[src/rtl/level_debouncer.sv]
// level_debouncer: synchronizes a raw, bouncy input and qualifies each
// transition over STABLE_CYCLES+1 consecutive matching samples before
// letting the registered level output follow it.
module level_debouncer #(
  parameter int unsigned SYNC_STAGES   = 2,
  parameter int unsigned STABLE_CYCLES = 1000,
  parameter int unsigned CNT_W         = 16
) (
  input  logic clk,
  input  logic reset,
  input  logic raw_in,
  output logic level,
  output logic settling
);

  localparam logic [CNT_W-1:0] STABLE_CNT = CNT_W'(STABLE_CYCLES);
  localparam logic [CNT_W-1:0] CNT_ONE    = CNT_W'(1);

  typedef enum logic [1:0] {
    ST_LOW  = 2'd0,
    ST_RISE = 2'd1,
    ST_HIGH = 2'd2,
    ST_FALL = 2'd3
  } state_e;

  logic [SYNC_STAGES-1:0] sync_q;
  logic                   sync_s;

  state_e           state_q, state_d;
  logic [CNT_W-1:0] cnt_q, cnt_d;
  logic             level_q, level_d;
  logic             settling_q, settling_d;

  // Synchronizer chain; stage 0 samples the asynchronous input.
  always_ff @(posedge clk) begin
    if (reset) begin
      sync_q <= '0;
    end else begin
      sync_q <= {sync_q[SYNC_STAGES-2:0], raw_in};
    end
  end

  assign sync_s = sync_q[SYNC_STAGES-1];

  // State, counter and registered outputs.
  always_ff @(posedge clk) begin
    if (reset) begin
      state_q    <= ST_LOW;
      cnt_q      <= '0;
      level_q    <= 1'b0;
      settling_q <= 1'b0;
    end else begin
      state_q    <= state_d;
      cnt_q      <= cnt_d;
      level_q    <= level_d;
      settling_q <= settling_d;
    end
  end

  // Next-state and counter: a candidate must match for STABLE_CYCLES more samples.
  always_comb begin
    state_d = state_q;
    cnt_d   = cnt_q;
    unique case (state_q)
      ST_LOW: begin
        if (sync_s) begin
          state_d = ST_RISE;
          cnt_d   = CNT_ONE;
        end
      end
      ST_RISE: begin
        if (!sync_s) begin
          state_d = ST_LOW;
          cnt_d   = '0;
        end else if (cnt_q == STABLE_CNT) begin
          state_d = ST_HIGH;
          cnt_d   = '0;
        end else begin
          cnt_d = cnt_q + CNT_ONE;
        end
      end
      ST_HIGH: begin
        if (!sync_s) begin
          state_d = ST_FALL;
          cnt_d   = CNT_ONE;
        end
      end
      ST_FALL: begin
        if (sync_s) begin
          state_d = ST_HIGH;
          cnt_d   = '0;
        end else if (cnt_q == STABLE_CNT) begin
          state_d = ST_LOW;
          cnt_d   = '0;
        end else begin
          cnt_d = cnt_q + CNT_ONE;
        end
      end
      default: begin
        state_d = ST_LOW;
        cnt_d   = '0;
      end
    endcase
  end

  // Output decode from the next state so the registered outputs track the state register.
  always_comb begin
    level_d    = 1'b0;
    settling_d = 1'b0;
    unique case (state_d)
      ST_LOW:  begin level_d = 1'b0; settling_d = 1'b0; end
      ST_RISE: begin level_d = 1'b0; settling_d = 1'b1; end
      ST_HIGH: begin level_d = 1'b1; settling_d = 1'b0; end
      ST_FALL: begin level_d = 1'b1; settling_d = 1'b1; end
      default: begin level_d = 1'b0; settling_d = 1'b0; end
    endcase
  end

  assign level    = level_q;
  assign settling = settling_q;

endmodule

[config.mk]
export PLATFORM = sky130hd
export DESIGN_NAME = level_debouncer
export DESIGN_NICKNAME = d
export VERILOG_FILES = /design/src/rtl/level_debouncer.sv
export SDC_FILE = /design/constraint.sdc
export NUM_CORES = 1
export LEC_CHECK = 0
export CORE_MARGIN = 2
export CORE_UTILIZATION = 61
export DETAILED_ROUTE_END_ITERATION = 6
export PLACE_DENSITY_LB_ADDON = 0.25
export REMOVE_ABC_BUFFERS = 1
export SYNTH_ARGS = -nofsm -noshare
export SYNTH_HDL_FRONTEND = slang
export SYNTH_SLANG_ARGS = --single-unit
[constraint.sdc]
create_clock -name clk -period 2.5 [get_ports clk]
set_clock_uncertainty 0.05 [all_clocks]
set_input_delay 0.5 -clock clk [delete_from_list [all_inputs] [get_ports clk]]
set_output_delay 0.5 -clock clk [all_outputs]
set_load 0.01 [all_outputs]
==> results.tsv <==
metric	value	unit
setup violators final	0	
Mean Syn Cell Area	8.92	um^2
commonest non-fill, non-tap cell in the layout	dfxtp_1	
final hold violations	0	
R2R cell count	7	
Largest delay share family, worst path	buffers and inverters	
vias in the first global route	699	
overall routing resource usage	21.2	%
Final WS setup	0.573	ns
Worst-Margin Slew	0.469	ns
via count	758	
GP Congestion	0.800	
post-CTS resize count	0	
busiest grt layer	met2	
Min Hold Slack	0.409	ns
Antenna diodes	0	
Crit Reg-Reg Endpoint	cnt_q[6]$_SDFFE_PP0P_	
Slew Limit Headroom	68.5	%
Ports	5	
commonest cells after routing, fill and taps aside	dfxtp_1 (21), nor2_1 (20), nand2_1 (10)	
dpl ws	0.607	ns
Worst EP arrival	1.38	ns
Nets	121	
antenna viol nets, final	0	
Peak VDD IR	0.403	mV
# DRC	0	
H-tree depth	1	
hold_sp	sync_q[0]$_SDFF_PP0_	
final-report max-slew violation count	0	
CTS tree	yes	
Root Buffer	clkbuf_4	
RSZ-0062 raised after global routing	false	
CTS buffer count	3	
sequential-to-total area share from yosys stat	43.2	%
hold path cells	1	
Final min period	1.93	ns
GRT met2 Usage	34.7	%
CP Class	flip-flop to output pin	
CORE AREA	0.00151	mm^2
R2R Setup Slk	0.64	ns
post-CTS setup repair buffer count	0	
Leak	0.378	nW
DP HPWL	1290	um
reg-to-reg startpoint	cnt_q[0]$_SDFFE_PP0P_	
die area	0.00193	mm^2
Starting Density	64.5	%
Worst setup EP type	output pin	
library cells used by synthesis	28	
Worst setup SP type	flip-flop	
CTS Hold Bufs	0	
Max Clk Rate	519	MHz
setup TNS	0	ns
Die W	43.9	um
power per cell area	503	mW/mm^2
1st-iter DRT viols	12	
CTS Buffer Depth	2	
Mapped Cells	109	
YS warnings	0	
M3 GR Usage	5.00	%
drt wl/cell	12.9	um
Cell Area, Synth	972	um^2
final WL	1700	um
vias per std cell	5.79	
Max-Cap Viols	0	
Layout area overhead	7.72	%
Clock Latency Late Sink	0.31	ns
period utilization	77.1	%
WP buf/inv	1	
Worst Path Required	1.95	ns
Crit path largest cell delay	0.59	ns
first-pass GRT wire length	2960	um
antenna violations before repair	0	
critical path, cell by cell	clkdlybuf4s50_1	
layout cells sized above 1	9.57	%
HP Class	flip-flop to flip-flop	
grt ovf	0	
hold endpoint	sync_q[1]$_SDFF_PP0_	
Yosys reg bits	21	
Worst-path clk slew	0.11	ns
row cnt	14	
grt met1 use	25.8	%
first drt pass iteration count	4	
outcome	finished, final reports clean	
port bufs	4	
largest net degree at the start of global routing	12	
Die Ht	43.9	um
Crit Path Max Fanout	7	
slowest CP cell	clkdlybuf4s50_1	
clock sinks	21	
[per-layer routing]
metal  up-vias  share of wire [%]
met5         -                  0
met4         0                2.2
met3         5                3.6
met2        12                 48
met1       357                 46
li1        384                  -
[sequential cells by signal, indices dropped and copies added (netlist names)]
register / flops
cnt_q: 16
state_q: 2
sync_q: 2
level: 1
[power breakdown]
group	switching (mW)	internal [mW]	leakage, nW
combinational	0.0135	0.00911	0.193
clock	0.102	0.0625	0.0150
sequential	0.00333	0.337	0.170
[kinds of logic after synthesis]
family | count (synthesis) | synth area share [%]
AOI/OAI and AO/OA | 8 | 7.59
buffers and inverters | 5 | 2.32
xor gates and xnor gates | 13 | 11.7
DFF | 21 | 43.2
muxes | 2 | 2.06
adders and majority gates | 2 | 2.57
and+or+nand+nor | 58 | 30.5
[cell type report]
cell class              count  area [um^2]
multi-input cells          83          529
well taps                  16         20.0
clock buffers               4         26.3
flip-flops and latches     21          420
inverters                   3         11.3
fillers                   125          459
repair buffers              4         40.0
[Yosys cell counts]
library cell | count | share of area [%]
nor4_1 | 1 | 0.64
a22oi_1 | 1 | 0.77
nand3_1 | 9 | 4.6
ha_1 | 2 | 2.6
and4_4 | 1 | 1.2
nand2_1 | 10 | 3.9
o21bai_2 | 1 | 1.2
nor2b_1 | 2 | 1.3
and4bb_2 | 1 | 1.3
xor2_1 | 9 | 8.1
a2111oi_2 | 1 | 1.5
inv_1 | 3 | 1.2
and2_4 | 1 | 0.90
dfxtp_1 | 21 | 43
a211oi_2 | 2 | 2.6
mux2i_1 | 2 | 2.1
buf_4 | 1 | 0.77
nor3_1 | 3 | 1.5
nand3b_1 | 1 | 0.77
xnor2_1 | 4 | 3.6
clkbuf_1 | 1 | 0.39
a21oi_1 | 2 | 1.0
and3_1 | 4 | 2.6
nor2_1 | 20 | 7.7
nor4b_1 | 2 | 1.8
o21ai_0 | 1 | 0.51
nor3_2 | 1 | 1.0
nand4_1 | 2 | 1.3
[how the worst max path moves through the flow]
| stage | end | cells after the start | from |
|---|---|---|---|
| after floorplan | cnt_q[10]$_SDFFE_PP0P_ | 7 | cnt_q[0]$_SDFFE_PP0P_ |
| after global placement | cnt_q[9]$_SDFFE_PP0P_ | 7 | cnt_q[0]$_SDFFE_PP0P_ |
| after detailed placement | cnt_q[15]$_SDFFE_PP0P_ | 4 | reset |
| after CTS | settling | 1 | state_q[0]$_SDFF_PP0_ |
| after global routing | cnt_q[11]$_SDFFE_PP0P_ | 7 | cnt_q[0]$_SDFFE_PP0P_ |
| final | settling | 1 | state_q[0]$_SDFF_PP0_ |
[per-stage QoR]
| stage | utilization (%) | instances | area, um^2 | power [mW] |
|---|---|---|---|---|
| 2_1_floorplan | - | 107 | 961 | 0.361 |
| 3_3_place_gp | 67.8 | 127 | 1020 | 0.370 |
| 3_5_place_dp | 67.8 | 127 | 1020 | 0.371 |
| 4_1_cts | 69.5 | 131 | 1050 | 0.529 |
| 5_1_grt | 69.5 | 131 | 1050 | 0.540 |
| 6_report | 69.5 | 131 | 1050 | 0.527 |
No activity file was read; power rests on OpenSTA's default activity.
